`config.mk`:
```
export PLATFORM = sky130hd
export DESIGN_NAME = frame_loader
export DESIGN_NICKNAME = d
export VERILOG_FILES = /design/src/rtl/frame_loader.sv
export SDC_FILE = /design/constraint.sdc
export NUM_CORES = 1
export LEC_CHECK = 0
export BUFFER_PORTS_ARGS = -buffer_cell sky130_fd_sc_hd__buf_2
export CAP_MARGIN = 20
export CORE_MARGIN = 2
export CORE_UTILIZATION = 30
export DETAILED_ROUTE_END_ITERATION = 16
export PLACE_DENSITY_LB_ADDON = 0.08
export SLEW_MARGIN = 20
export SYNTH_ARGS = -nofsm -noshare
export SYNTH_HDL_FRONTEND = slang
export SYNTH_SLANG_ARGS = --single-unit
```
`constraint.sdc`:
```
create_clock -name clk_LDR -period 2 [get_ports clk_LDR]
set_input_delay 0.1 -clock clk_LDR [delete_from_list [all_inputs] [get_ports clk_LDR]]
set_output_delay 0.1 -clock clk_LDR [all_outputs]
set_load 0.02 [all_outputs]
```
`src/rtl/frame_loader.sv`:
```
// Receives a SYNC-framed byte stream and loads it into parameter memory, top address first.
// Address 0 (the start command) is written only after the frame's checksum has been verified.
module frame_loader #(
    parameter int unsigned FRAME_LEN = 113,
    parameter logic [7:0]  SYNC      = 8'hA5,
    parameter logic [15:0] TIMEOUT   = 16'd50000
) (
    input  logic       clk_LDR,
    input  logic       rst_n,
    input  logic [7:0] rx_data,
    input  logic       rx_valid,
    output logic [7:0] w_addr,
    output logic [7:0] wr_data,
    output logic       write,
    output logic       read,
    output logic       frame_ok,
    output logic       frame_err,
    output logic       busy
);

    localparam logic [7:0] LastAddr = 8'(FRAME_LEN - 1);

    typedef enum logic [1:0] {StIdle, StLoad, StCheck, StCommit} state_e;

    state_e      state_q, state_d;
    logic [7:0]  cnt_q, cnt_d;
    logic [7:0]  sum_q, sum_d;
    logic [7:0]  held_q, held_d;
    logic [15:0] tmo_q, tmo_d;
    logic [7:0]  addr_q, addr_d;
    logic [7:0]  data_q, data_d;
    logic        write_q, write_d;
    logic        read_q, read_d;
    logic        ok_q, ok_d;
    logic        err_q, err_d;

    always_ff @(posedge clk_LDR or negedge rst_n) begin
        if (!rst_n) begin
            state_q <= StIdle;
            cnt_q   <= 8'd0;
            sum_q   <= 8'd0;
            held_q  <= 8'd0;
            tmo_q   <= 16'd0;
            addr_q  <= 8'd0;
            data_q  <= 8'd0;
            write_q <= 1'b0;
            read_q  <= 1'b1;
            ok_q    <= 1'b0;
            err_q   <= 1'b0;
        end else begin
            state_q <= state_d;
            cnt_q   <= cnt_d;
            sum_q   <= sum_d;
            held_q  <= held_d;
            tmo_q   <= tmo_d;
            addr_q  <= addr_d;
            data_q  <= data_d;
            write_q <= write_d;
            read_q  <= read_d;
            ok_q    <= ok_d;
            err_q   <= err_d;
        end
    end

    always_comb begin
        state_d = state_q;
        cnt_d   = cnt_q;
        sum_d   = sum_q;
        held_d  = held_q;
        tmo_d   = tmo_q;
        addr_d  = addr_q;
        data_d  = data_q;
        write_d = 1'b0;
        read_d  = read_q;
        ok_d    = 1'b0;
        err_d   = 1'b0;
        unique case (state_q)
            StIdle: begin
                // Readout resumes one clock after an error pulse
                if (err_q) read_d = 1'b1;
                if (rx_valid && (rx_data == SYNC)) begin
                    state_d = StLoad;
                    sum_d   = 8'd0;
                    cnt_d   = LastAddr;
                    tmo_d   = 16'd0;
                    read_d  = 1'b0;
                end
            end
            StLoad, StCheck: begin
                if (rx_valid) begin
                    tmo_d = 16'd0;
                    if (state_q == StLoad) begin
                        sum_d = sum_q + rx_data;
                        if (cnt_q == 8'd0) begin
                            held_d  = rx_data;
                            state_d = StCheck;
                        end else begin
                            write_d = 1'b1;
                            addr_d  = cnt_q;
                            data_d  = rx_data;
                            cnt_d   = cnt_q - 8'd1;
                        end
                    end else if (rx_data == sum_q) begin
                        write_d = 1'b1;
                        addr_d  = 8'd0;
                        data_d  = held_q;
                        ok_d    = 1'b1;
                        state_d = StCommit;
                    end else begin
                        err_d   = 1'b1;
                        held_d  = 8'd0;
                        state_d = StIdle;
                    end
                end else if (tmo_q == TIMEOUT - 16'd1) begin
                    err_d   = 1'b1;
                    held_d  = 8'd0;
                    state_d = StIdle;
                end else begin
                    tmo_d = tmo_q + 16'd1;
                end
            end
            StCommit: begin
                state_d = StIdle;
                read_d  = 1'b1;
                held_d  = 8'd0;
            end
            default: state_d = StIdle;
        endcase
    end

    assign w_addr    = addr_q;
    assign wr_data   = data_q;
    assign write     = write_q;
    assign read      = read_q;
    assign frame_ok  = ok_q;
    assign frame_err = err_q;
    assign busy      = (state_q != StIdle);

endmodule

```
==> key figures, run 1 <==
Final layout
  – Fin nets: 534
  – Utilization after layout: 0.474
  – Count of fill cells added during filler insertion: 1119
  – Fraction of final layout cells with drive strength greater than 1: 0.432
  – Number of antenna repair diodes: 0
  – Post-synthesis to final-layout area growth: 54.5%
  – Top library cells by usage in the layout, fill and taps aside: sky130_fd_sc_hd__buf_4 (74), sky130_fd_sc_hd__dfrtp_1 (61), sky130_fd_sc_hd__nand2_1 (53)
  – Most common cell after layout, fill and taps aside: sky130_fd_sc_hd__buf_4
  – Design area: 5410 sq um

Floorplan
  – # rows: 39
  – X dimension of the die: 112 um
  – Number of top-level design ports: 32
  – Die height: 112 um
  – Overall die area: 12500 sq um
  – Core ar.: 11400 sq um
  – Starting utilization of the core area: 0.307

STA
  – Final worst slack: -61.8 ps
  – Highest attainable clock frequency: 485 MHz
  – Measured slew at the worst slew-check pin: 572 ps
  – Hold Fails Final Rpt: 0
  – Largest clock skew in the final design: 5.96 ps
  – Final cycle utilization of the critical path: 1.03
  – Final setup violating endpoints: 25
  – Max transition margin: 0.617
  – Fin crit period: 2060 ps
  – Setup repair after global routing missed its margin: true
  – Final max-slew violation count: 0

Pwr
  – Cell Int Power: 5.07 mW
  – Clock network fraction of design power: 0.184
  – Switch Pwr: 3.49 mW
  – Worst IR Drop VDD: 0.857 mV
  – Static leakage power: 2.47 nW
  – Logic pwr share: 0.587
  – Power per cell area: 1580 nW/um^2
  – Sequential group share of total power: 0.229
  – Net switching share of the total power: 0.408
  – Total power consumption of the routed design: 8.56 mW

Synth
  – Register area share after synthesis: 0.444
  – Number of synthesized flops with an enable pin: 0
  – Mean Syn Cell Area: 9.02 sq um
  – Total standard cell area after synthesis: 3500 sq um
  – Synth area leader: sky130_fd_sc_hd__dfrtp_1
  – Total nets after synthesis: 414
  – Area fraction of the dominant cell type after synthesis: 0.436
  – Synth Instances: 388
  – Share of flip-flops with an asynchronous set or reset: 1.00
  – Count of cell types in the netlist: 57
  – Count of state elements after synthesis: 62
  – Largest cells by area after synthesis: sky130_fd_sc_hd__dfrtp_1 (44%), sky130_fd_sc_hd__nand2_1 (7.3%), sky130_fd_sc_hd__mux2i_1 (5.4%)
  – Total number of yosys warnings: 0
  – Dominant register cell in the synthesized netlist: sky130_fd_sc_hd__dfrtp_1

Worst setup path
  – Buffering stage count on the worst path with inverters included: 2
  – Critical path endpoint category: register
  – Top delay family on crit path: compound AO/OA/AOI/OAI gates
  – R2r endpoint: w_addr[6]
  – Critical Path Start Type: register
  – Reg2Reg Launch Point: sum_q[5]
  – R2r setup slk: -60 ps
  – CP Depth: 7
  – Crit-path max FO: 8
  – Logic depth of the worst register-to-register path: 7
  – Arrival time of data at the critical path endpoint: 2330 ps
  – Worst Path Class, Setup: register to register
  – CP cell instances: ha_4, nor4_4, nand3_2, a221o_2, buf_12, clkbuf_16, o21ai_2
  – Delay of the slowest critical-path stage: 420 ps
  – Cell at the slowest stage of the critical path: sky130_fd_sc_hd__a221o_2
  – Crit path required time: 2270 ps

Drt
  – Detailed-route wire length: 10.4 mm
  – Per-cell via count in the routed design: 5.03
  – Number of search-and-repair iterations in the first detailed-routing pass: 6
  – Drc violations: 0
  – Total via count in the routed design: 3295
  – Routed WL per cell: 15.8 um
  – Detailed router's first-iteration violation count: 152
  – Antenna Nets Post-Route: 0

Place
  – Weighted congestion reported at the end of routability-driven placement: 0.768
  – Area post-placement: 4360 sq um
  – Placed wire-length estimate after detailed placement: 6.69 mm
  – Count of input and output buffers: 31

Clocking
  – Sinks on Clock Net: 62
  – H-Tree Depth: 3
  – Number of buffers created by CTS: 9
  – Clock tree from TritonCTS: built
  – Buffer levels on the longest clock path: 2
  – Clock-pin slew reported for the worst setup and hold paths after clock tree synthesis: 50 ps
  – Clock root cell: sky130_fd_sc_hd__clkbuf_16
  – Clock Latency Late Sink: 340 ps

Status
  – Run status: complete, but fails checks
  – Violations in the final reports: setup timing

Global routing
  – Largest net degree at the start of global routing: 63
  – Congestion Overflow GR: 0
  – Initial antenna violation count: 0
  – Overall fraction of global-route tracks in use: 0.169
  – Global-route wire length before repair: 16.8 mm
  – Via count of the first global-routing pass: 3196

Hold path
  – Worst hold stages: 3
  – Hold wc startpoint: rx_data[7]
  – End of the worst hold path: held_q[7]
  – Min-Delay Path Class: primary input to register

Run
  – Max_cap viols: 0
-- timing repair --
action | CTS | global route
endpoints found under the setup margin | 46 | 50
gates resized for setup | 42 | 86
hold endpoints to repair | 61 | 0
setup buffers | 13 | 9
gates cloned | 3 | 2
hold buffers | 1 | 0
pin swaps | 15 | 43
-- logic make-up (layout without fill, tap and decap cells) --
logic type,Yosys count,count (layout),share of synthesized area
buffers and inverters,42,165,0.0461
adder cells (fa/ha/maj),15,15,0.0558
AND/OR/NAND/NOR,162,162,0.238
XOR/XNOR,3,3,0.00751
multiplexers,20,20,0.0575
AO/OA/AOI/OAI,84,85,0.151
flip-flops,62,62,0.444
-- cell usage after synthesis, drive strengths merged, types with 5 or more instances --
library cell and number:
nand2 68, dfrtp 61, o21ai 39, inv 27
mux2i 19, ha 14, nand3 14, a21oi 12
clkbuf 12, nor2 12, or3 11, nor3 10
nand4 8, nand3b 5, o211ai 5
-- tightest hold or removal path, stage by stage --
cell and delay [ps]:
sky130_fd_sc_hd__buf_2 160, sky130_fd_sc_hd__nand2_1 70, sky130_fd_sc_hd__mux2i_1 50
-- power groups by stage --
stage          combinational, mW  clock (mW)  sequential (mW)
4_1_cts                     4.36        1.60             1.93
6_report                    5.03        1.57             1.96
3_3_place_gp                3.67           0             1.91
2_1_floorplan               2.07           0             2.10
3_5_place_dp                3.72           0             1.92
5_1_grt                     5.49        1.67             2.02
-- worst max path at each step --
stage / from / end / slack, ps
global placement: rx_data[6] / tmo_q[15] / -230
CTS: sum_q[4] / w_addr[7] / -80
floorplan: state_q[0] / cnt_q[5] / 5
finish: sum_q[5] / w_addr[6] / -60
detailed placement: rx_data[6] / tmo_q[15] / -260
global route: sum_q[5] / held_q[2] / -140
-- layout make-up --
| cell class | instances | area (sq um) | area share |
|---|---|---|---|
| multi-input cells | 285 | 2290 | 0.423 |
| flip-flops and latches | 62 | 1550 | 0.287 |
| repair buffers | 123 | 993 | 0.184 |
| clock buffers | 11 | 243 | 0.0449 |
| well taps | 143 | 179 | 0.0331 |
| inverters | 27 | 104 | 0.0192 |
| clock inverters | 4 | 47.5 | 0.00879 |
-- per-layer routing --
layer  global-route usage  vias to the layer above  wire [um]
met3               0.0297                       11        233
met5                    0                        -          0
met1                0.237                     1617       5020
li1                     -                     1631          -
met2                0.263                       36       4960
met4               0.0659                        0        159
-- metrics by stage --
stage	setup WS (ps)	setup TNS (ps)	hold slack, ps	cells
CTS	-78.5	-1290	72.8	645
global placement	-229	-5570	149	614
finish	-61.8	-916	86.5	655
floorplan	4.77	0	-196	388
detailed placement	-256	-5540	148	614
global route	-139	-4070	102	655
-- flip-flops by register name (all words and copies together), names as in the netlist --
| name | flops |
|---|---|
| sum_q | 8 |
| tmo_q | 16 |
| read | 1 |
| write | 1 |
| cnt_q | 8 |
| held_q | 8 |
| frame_ok | 1 |
| frame_err | 1 |
| wr_data | 8 |
| state_q | 2 |
| w_addr | 8 |
Power figures use the tool's default switching activity.
==> run 2: changes to the inputs <==
--- a/config.mk
+++ b/config.mk
@@ -7,6 +7,8 @@
 export LEC_CHECK = 0
 export BUFFER_PORTS_ARGS = -buffer_cell sky130_fd_sc_hd__buf_2
 export CAP_MARGIN = 20
+export CELL_PAD_IN_SITES_DETAIL_PLACEMENT = 1
+export CELL_PAD_IN_SITES_GLOBAL_PLACEMENT = 1
 export CORE_MARGIN = 2
 export CORE_UTILIZATION = 30
 export DETAILED_ROUTE_END_ITERATION = 16
==> key figures, run 2 (synthesis results as in run 1) <==
Status
  – Run status: complete, but fails checks
  – Violations in the final reports: setup timing

Worst setup path
  – Critical path endpoint category: register
  – Crit-path max FO: 8 (unchanged)
  – Crit path required time: 2210 ps (-60 ps)
  – Cell at the slowest stage of the critical path: sky130_fd_sc_hd__a221o_2
  – Arrival time of data at the critical path endpoint: 2260 ps (-70 ps)
  – Critical Path Start Type: register
  – Worst Path Class, Setup: register to register
  – Delay of the slowest critical-path stage: 440 ps (+20 ps)
  – CP cell instances: ha_4, nor4_4, nand3_2, a221o_2, bufbuf_16, nand2_1, o21ai_0
  – Logic depth of the worst register-to-register path: 7 (unchanged)

Place
  – Area post-placement: 4330 sq um (-0.52%)
  – Placed wire-length estimate after detailed placement: 7.12 mm (+6.5%)
  – Weighted congestion reported at the end of routability-driven placement: 0.755 (-1.7%)
  – Total instance count after detailed placement: 611 (-0.49%)
  – Post-Place Worst Slack: -263 ps (-7.14 ps)
  – Count of input and output buffers: 31 (unchanged)

Clocking
  – Clock tree from TritonCTS: built
  – Clock Latency Late Sink: 330 ps (about the same)
  – Buffer levels on the longest clock path: 2 (unchanged)
  – Number of buffers created by CTS: 9 (unchanged)
  – Clock root cell: sky130_fd_sc_hd__clkbuf_16
  – H-Tree Depth: 3 (unchanged)
  – Clock-pin slew reported for the worst setup and hold paths after clock tree synthesis: 50 ps (about the same)
  – Sinks on Clock Net: 62 (unchanged)

Floorplan
  – # rows: 39 (unchanged)
  – Core ar.: 11400 sq um (unchanged)
  – Die height: 112 um (unchanged)
  – Starting utilization of the core area: 0.307 (unchanged)
  – Overall die area: 12500 sq um (unchanged)
  – X dimension of the die: 112 um (unchanged)
  – Number of top-level design ports: 32 (unchanged)

Drt
  – Number of search-and-repair iterations in the first detailed-routing pass: 4 (-2)
  – Total via count in the routed design: 3333 (+1.2%)
  – Detailed-route wire length: 10.8 mm (+4.2%)
  – Routed WL per cell: 16.5 um (+4.6%)
  – Per-cell via count in the routed design: 5.10 (+1.5%)
  – Antenna Nets Post-Route: 0 (unchanged)
  – Drc violations: 0 (unchanged)
  – Detailed router's first-iteration violation count: 93 (-39%)

Final layout
  – Largest register by flop count: tmo_q
  – Design area: 5340 sq um (-1.2%)
  – Number of antenna repair diodes: 0 (unchanged)
  – Most common cell after layout, fill and taps aside: sky130_fd_sc_hd__buf_4
  – Sequential cell area in the final layout: 1550 sq um (unchanged)
  – Non-filler instance count after layout: 653 (-0.31%)
  – Top library cells by usage in the layout, fill and taps aside: sky130_fd_sc_hd__buf_4 (69), sky130_fd_sc_hd__dfrtp_1 (61), sky130_fd_sc_hd__nand2_1 (60)
  – Post-synthesis to final-layout area growth: 52.6%
  – Fin nets: 531 (-0.56%)
  – Footprint of the multi-input gates: 2210 sq um (-3.4%)
  – Flip-flop count of the largest register after layout: 16 (unchanged)
  – Fraction of final layout cells with drive strength greater than 1: 0.394 (-0.0375)
  – Count of fill cells added during filler insertion: 1307 (+17%)
  – Utilization after layout: 0.468 (-0.00570)

Pwr
  – Logic pwr share: 0.587 (about the same)
  – Static leakage power: 2.45 nW (-1.0%)
  – Clock network fraction of design power: 0.186 (+0.002)
  – Sequential group share of total power: 0.227 (-0.002)
  – Cell Int Power: 5.17 mW (+2.0%)
  – Power per cell area: 1600 nW/um^2 (+1.3%)
  – Net switching share of the total power: 0.396 (-0.0115)
  – Total power consumption of the routed design: 8.57 mW (about the same)
  – Switch Pwr: 3.40 mW (-2.7%)
  – Worst IR Drop VDD: 0.832 mV (-2.9%)

Global routing
  – Global-route wire length before repair: 17.7 mm (+5.1%)
  – Overall fraction of global-route tracks in use: 0.178 (+0.00887)
  – Congestion Overflow GR: 0 (unchanged)
  – Via count of the first global-routing pass: 3440 (+7.6%)
  – Largest net degree at the start of global routing: 63 (unchanged)
  – Initial antenna violation count: 0 (unchanged)

STA
  – Measured slew at the worst slew-check pin: 356 ps (-216 ps)
  – Worst hold slack: 103 ps (+16.8 ps)
  – Final max-slew violation count: 0 (unchanged)
  – Max transition margin: 0.763 (+0.146)
  – Fin crit period: 2040 ps (-17.2 ps)
  – Largest clock skew in the final design: 3.58 ps (-2.39 ps)
  – Final worst slack: -44.7 ps (+17.2 ps)
  – Final setup violating endpoints: 13 (-48%)
  – Final cycle utilization of the critical path: 1.02 (-0.00858)
  – Setup repair after global routing missed its margin: true
  – Highest attainable clock frequency: 489 MHz (+0.84%)
  – Hold Fails Final Rpt: 0 (unchanged)
  – Setup total negative slack: -344 ps (+572 ps)

Hold path
  – Min-Delay Path Class: primary input to register
  – Worst hold stages: 3 (unchanged)

Run
  – Max_cap viols: 0 (unchanged)
==> run 2: cell types whose count changed in the layout (fill, tap and decap cells not counted), sizes merged <==
| cell | change |
|---|---|
| buf | -3 |
| bufbuf | +1 |
| clkinv | +1 |
| clkinvlp | -1 |
==> run 2: power by group through the flow <==
stage / sequential [mW] / combinational [mW] / clock [mW]
2_1_floorplan: 2.10 / 2.07 / 0
3_3_place_gp: 1.91 / 3.70 / 0
3_5_place_dp: 1.92 / 3.77 / 0
4_1_cts: 1.94 / 4.51 / 1.64
5_1_grt: 2.00 / 5.52 / 1.70
6_report: 1.95 / 5.03 / 1.59
==> run 2: worst paths after layout <==
path                       startpoint          to  slack (ps)
max                          sum_q[4]   w_addr[5]         -40
min reg2reg                wr_data[2]  wr_data[2]         470
max reg2reg                  sum_q[4]   w_addr[5]         -40
max in group asynchronous       rst_n        read        1360
min                        rx_data[1]   held_q[1]         100
min in group asynchronous       rst_n   w_addr[0]         320
==> run 2: timing repair <==
item | in CTS | in global routing
endpoints found under the setup margin | 46 | 49
hold endpoints to repair | 61 | 0
pin swaps | 23 | 20
setup buffers | 11 | 10
hold buffers | 1 | 0
gates cloned | 5 | 1
gates resized for setup | 46 | 56
==> run 2: area by class of cell <==
class | instances | share of cell area
multi-input cells | 285 | 0.414
flip-flops and latches | 62 | 0.291
repair buffers | 120 | 0.186
clock buffers | 12 | 0.0480
well taps | 143 | 0.0335
inverters | 27 | 0.0194
clock inverters | 4 | 0.00843
==> run 2: critical path: cells and delay by family, from the launching register on <==
kind / cells / cell delay [ps]
AND/OR/NAND/NOR: 3 / 480
adder cells (fa/ha/maj): 1 / 240
buffers and inverters: 1 / 290
AO/OA/AOI/OAI: 2 / 510
flip-flops: 1 / 400
==> run 2: layer usage <==
metal  share of wire  global-route usage  wire [um]
met1            0.49               0.243       5280
met2            0.48               0.290       5140
met4           0.018              0.0683        192
met5               0                   0          0
met3           0.018              0.0243        195
==> run 3: changes to the inputs <==
--- a/config.mk
+++ b/config.mk
@@ -5,6 +5,7 @@
 export SDC_FILE = /design/constraint.sdc
 export NUM_CORES = 1
 export LEC_CHECK = 0
+export ABC_AREA = 1
 export BUFFER_PORTS_ARGS = -buffer_cell sky130_fd_sc_hd__buf_2
 export CAP_MARGIN = 20
 export CELL_PAD_IN_SITES_DETAIL_PLACEMENT = 1
==> key figures, run 3 <==
Worst setup path
  – R2r setup slk: 180 ps (+220 ps)
  – Worst Path Class, Setup: register to register
  – Crit-path max FO: 4 (-4)
  – Critical Path Start Type: register
  – Arrival time of data at the critical path endpoint: 2050 ps (-210 ps)
  – Reg2Reg Launch Point: state_q[1]
  – Crit path required time: 2230 ps (+20 ps)
  – Critical path endpoint category: register
  – Logic depth of the worst register-to-register path: 10 (+3)
  – R2r endpoint: tmo_q[15]

Place
  – Count of input and output buffers: 31 (unchanged)
  – Total instance count after detailed placement: 704 (+15%)
  – Weighted congestion reported at the end of routability-driven placement: 0.792 (+5.0%)
  – Placed wire-length estimate after detailed placement: 7.76 mm (+8.9%)

Drt
  – Number of search-and-repair iterations in the first detailed-routing pass: 4 (unchanged)
  – Antenna Nets Post-Route: 0 (unchanged)
  – Detailed-route wire length: 10.5 mm (-2.5%)
  – Total via count in the routed design: 3434 (+3.0%)
  – Detailed router's first-iteration violation count: 110 (+18%)
  – Drc violations: 0 (unchanged)
  – Routed WL per cell: 14.6 um (-12%)
  – Per-cell via count in the routed design: 4.76 (-6.8%)

Clocking
  – Number of buffers created by CTS: 9 (unchanged)
  – H-Tree Depth: 3 (unchanged)
  – Sinks on Clock Net: 62 (unchanged)
  – Clock Latency Late Sink: 340 ps (about the same)
  – Clock tree from TritonCTS: built
  – Buffer levels on the longest clock path: 2 (unchanged)
  – Clock-pin slew reported for the worst setup and hold paths after clock tree synthesis: 50 ps (about the same)
  – Clock root cell: sky130_fd_sc_hd__clkbuf_16

Global routing
  – Congestion Overflow GR: 0 (unchanged)
  – Overall fraction of global-route tracks in use: 0.167 (-0.0109)
  – Largest net degree at the start of global routing: 34 (-46%)
  – Initial antenna violation count: 0 (unchanged)
  – Global-route wire length before repair: 17.5 mm (-1.1%)
  – Via count of the first global-routing pass: 3457 (+0.49%)

Floorplan
  – Core ar.: 12500 sq um (+9.6%)
  – Die height: 117 um (+4.3%)
  – Overall die area: 13700 sq um (+8.9%)
  – Number of top-level design ports: 32 (unchanged)
  – X dimension of the die: 117 um (+4.3%)
  – # rows: 41 (+5.1%)
  – Starting utilization of the core area: 0.305 (-0.00112)

Final layout
  – Largest register by flop count: tmo_q
  – Most common cell after layout, fill and taps aside: sky130_fd_sc_hd__nand2_1
  – Fraction of final layout cells with drive strength greater than 1: 0.193 (-0.201)
  – Top library cells by usage in the layout, fill and taps aside: sky130_fd_sc_hd__nand2_1 (160), sky130_fd_sc_hd__dfrtp_1 (61), sky130_fd_sc_hd__nor2_1 (45)
  – Fin nets: 572 (+7.7%)
  – Count of fill cells added during filler insertion: 1574 (+20%)
  – Sequential cell area in the final layout: 1550 sq um (unchanged)
  – Footprint of the multi-input gates: 2040 sq um (-7.5%)
  – Post-synthesis to final-layout area growth: 18.9%
  – Flip-flop count of the largest register after layout: 16 (unchanged)
  – Non-filler instance count after layout: 722 (+11%)
  – Number of antenna repair diodes: 0 (unchanged)

STA
  – Worst hold slack: 163 ps (+60.0 ps)
  – Hold Fails Final Rpt: 0 (unchanged)
  – Setup repair after global routing missed its margin: false
  – Fin crit period: 1820 ps (-223 ps)
  – Measured slew at the worst slew-check pin: 688 ps (+332 ps)
  – Setup total negative slack: 0 ps (+344 ps)
  – Largest clock skew in the final design: 4.51 ps (+0.933 ps)
  – Highest attainable clock frequency: 549 MHz (+12%)
  – Max transition margin: 0.542 (-0.221)
  – Final setup violating endpoints: 0 (-13)
  – Final max-slew violation count: 0 (unchanged)
  – Final cycle utilization of the critical path: 0.911 (-0.111)

Synth
  – Largest cells by area after synthesis: sky130_fd_sc_hd__dfrtp_1 (40%), sky130_fd_sc_hd__nand2_1 (16%), sky130_fd_sc_hd__nand3_1 (5.6%)
  – Mean Syn Cell Area: 7.62 sq um (-16%)
  – Commonest cells in the netlist: sky130_fd_sc_hd__nand2_1 (160), sky130_fd_sc_hd__dfrtp_1 (61), sky130_fd_sc_hd__nor2_1 (46)
  – Total number of yosys warnings: 0 (unchanged)
  – Total nets after synthesis: 528 (+28%)
  – Area fraction of the dominant cell type after synthesis: 0.399 (-0.0368)
  – Register area share after synthesis: 0.406 (-0.0374)
  – Share of flip-flops with an asynchronous set or reset: 1.00 (unchanged)
  – Count of cell types in the netlist: 35 (-39%)
  – Synth Instances: 502 (+29%)
  – Count of state elements after synthesis: 62 (unchanged)
  – Dominant register cell in the synthesized netlist: sky130_fd_sc_hd__dfrtp_1
  – Synth area leader: sky130_fd_sc_hd__dfrtp_1
  – Most common cell in the synthesized netlist: sky130_fd_sc_hd__nand2_1
  – Number of synthesized flops with an enable pin: 0 (unchanged)
  – Total standard cell area after synthesis: 3820 sq um (+9.2%)

Status
  – Run status: complete, no violations

Hold path
  – Worst hold stages: 5 (+2)
  – Hold wc startpoint: rx_data[2]
  – Min-Delay Path Class: primary input to register
  – End of the worst hold path: held_q[2]

Pwr
  – Worst IR Drop VDD: 0.361 mV (-57%)
  – Total power consumption of the routed design: 6.58 mW (-23%)
  – Power per cell area: 1450 nW/um^2 (-9.7%)
  – Static leakage power: 2.21 nW (-9.5%)

Run
  – Max_cap viols: 0 (unchanged)
[run 3: cell count changes in the layout (fill, tap and decap cells not counted), moves of 10 or more]
cell / change
sky130_fd_sc_hd__inv_1: +17
sky130_fd_sc_hd__nand3_1: +30
sky130_fd_sc_hd__buf_4: -58
sky130_fd_sc_hd__nand2_1: +100
sky130_fd_sc_hd__buf_6: -10
sky130_fd_sc_hd__nand4_1: +15
sky130_fd_sc_hd__o21ai_2: +12
sky130_fd_sc_hd__nor2_1: +35
sky130_fd_sc_hd__or3_1: -10
sky130_fd_sc_hd__mux2i_1: -19
[run 3: how the worst max path moves through the flow]
stage | endpoint | from | slack, ps | depth (start not counted)
3_5_place_dp | tmo_q[14] | state_q[1] | 40 | 9
4_1_cts | tmo_q[14] | state_q[1] | 40 | 9
3_3_place_gp | tmo_q[14] | state_q[0] | 170 | 9
6_report | tmo_q[15] | state_q[1] | 180 | 10
5_1_grt | state_q[1] | state_q[0] | 10 | 7
2_1_floorplan | sum_q[4] | state_q[0] | 270 | 9
[run 3: logic make-up after synthesis]
| logic type | count (synthesis) | share of synthesized area |
|---|---|---|
| adders and majority gates | 15 | 0.0510 |
| AOI/OAI and AO/OA | 70 | 0.122 |
| DFF | 62 | 0.406 |
| buffers and inverters | 57 | 0.0687 |
| and+or+nand+nor | 291 | 0.336 |
| xor gates and xnor gates | 7 | 0.0160 |
[run 3: power breakdown]
group / internal [mW] / leakage [nW] / total [mW] / switching (mW)
combinational: 1.04 / 1.25 / 3.25 / 2.21
clock: 0.891 / 0.137 / 1.47 / 0.576
sequential: 1.64 / 0.831 / 1.87 / 0.227
total: 3.57 / 2.21 / 6.58 / 3.01
[run 3: worst max-delay path, cell delays in order (launching register included)]
cell and delay [ps]:
sky130_fd_sc_hd__dfrtp_1 390, sky130_fd_sc_hd__inv_1 90, sky130_fd_sc_hd__ha_1 350, sky130_fd_sc_hd__inv_2 80, sky130_fd_sc_hd__nor2_2 180, sky130_fd_sc_hd__nand3_2 220
sky130_fd_sc_hd__buf_4 210, sky130_fd_sc_hd__nand3_1 70, sky130_fd_sc_hd__nand2_1 50, sky130_fd_sc_hd__inv_1 50, sky130_fd_sc_hd__nor2_1 40
[run 3: cell type report]
type                       count  area share
clock inverter                 4     0.00495
inverter                      44      0.0374
multi-input combinational    384       0.450
clock buffer                  11      0.0556
timing repair buffer          45      0.0633
sequential                    62       0.342
tap                          172      0.0473
[run 3: routing by layer]
layer	part of all wire	vias up	wire, um	track usage
met2	0.46	28	4850	0.267
met1	0.50	1652	5250	0.223
met3	0.019	16	199	0.0268
met4	0.022	0	237	0.0776
met5	0	-	0	0
li1	-	1738	-	-
[run 3: repair_timing]
| item | 4_1_cts | 5_1_grt |
|---|---|---|
| endpoints found under the setup margin | 0 | 31 |
| gates resized for setup | 0 | 7 |
| hold buffers | 1 | 0 |
| hold endpoints to repair | 22 | 0 |
| setup buffers | 0 | 1 |
[run 3: through the flow]
| step | utilization | setup slack [ps] | instance area [sq um] |
|---|---|---|---|
| final | 0.363 | 178 | 4550 |
| after global routing | 0.363 | 13.6 | 4550 |
| after CTS | 0.359 | 39.2 | 4500 |
| after detailed placement | 0.336 | 39.1 | 4210 |
| after global placement | 0.336 | 170 | 4210 |
| after floorplan | - | 266 | 3820 |
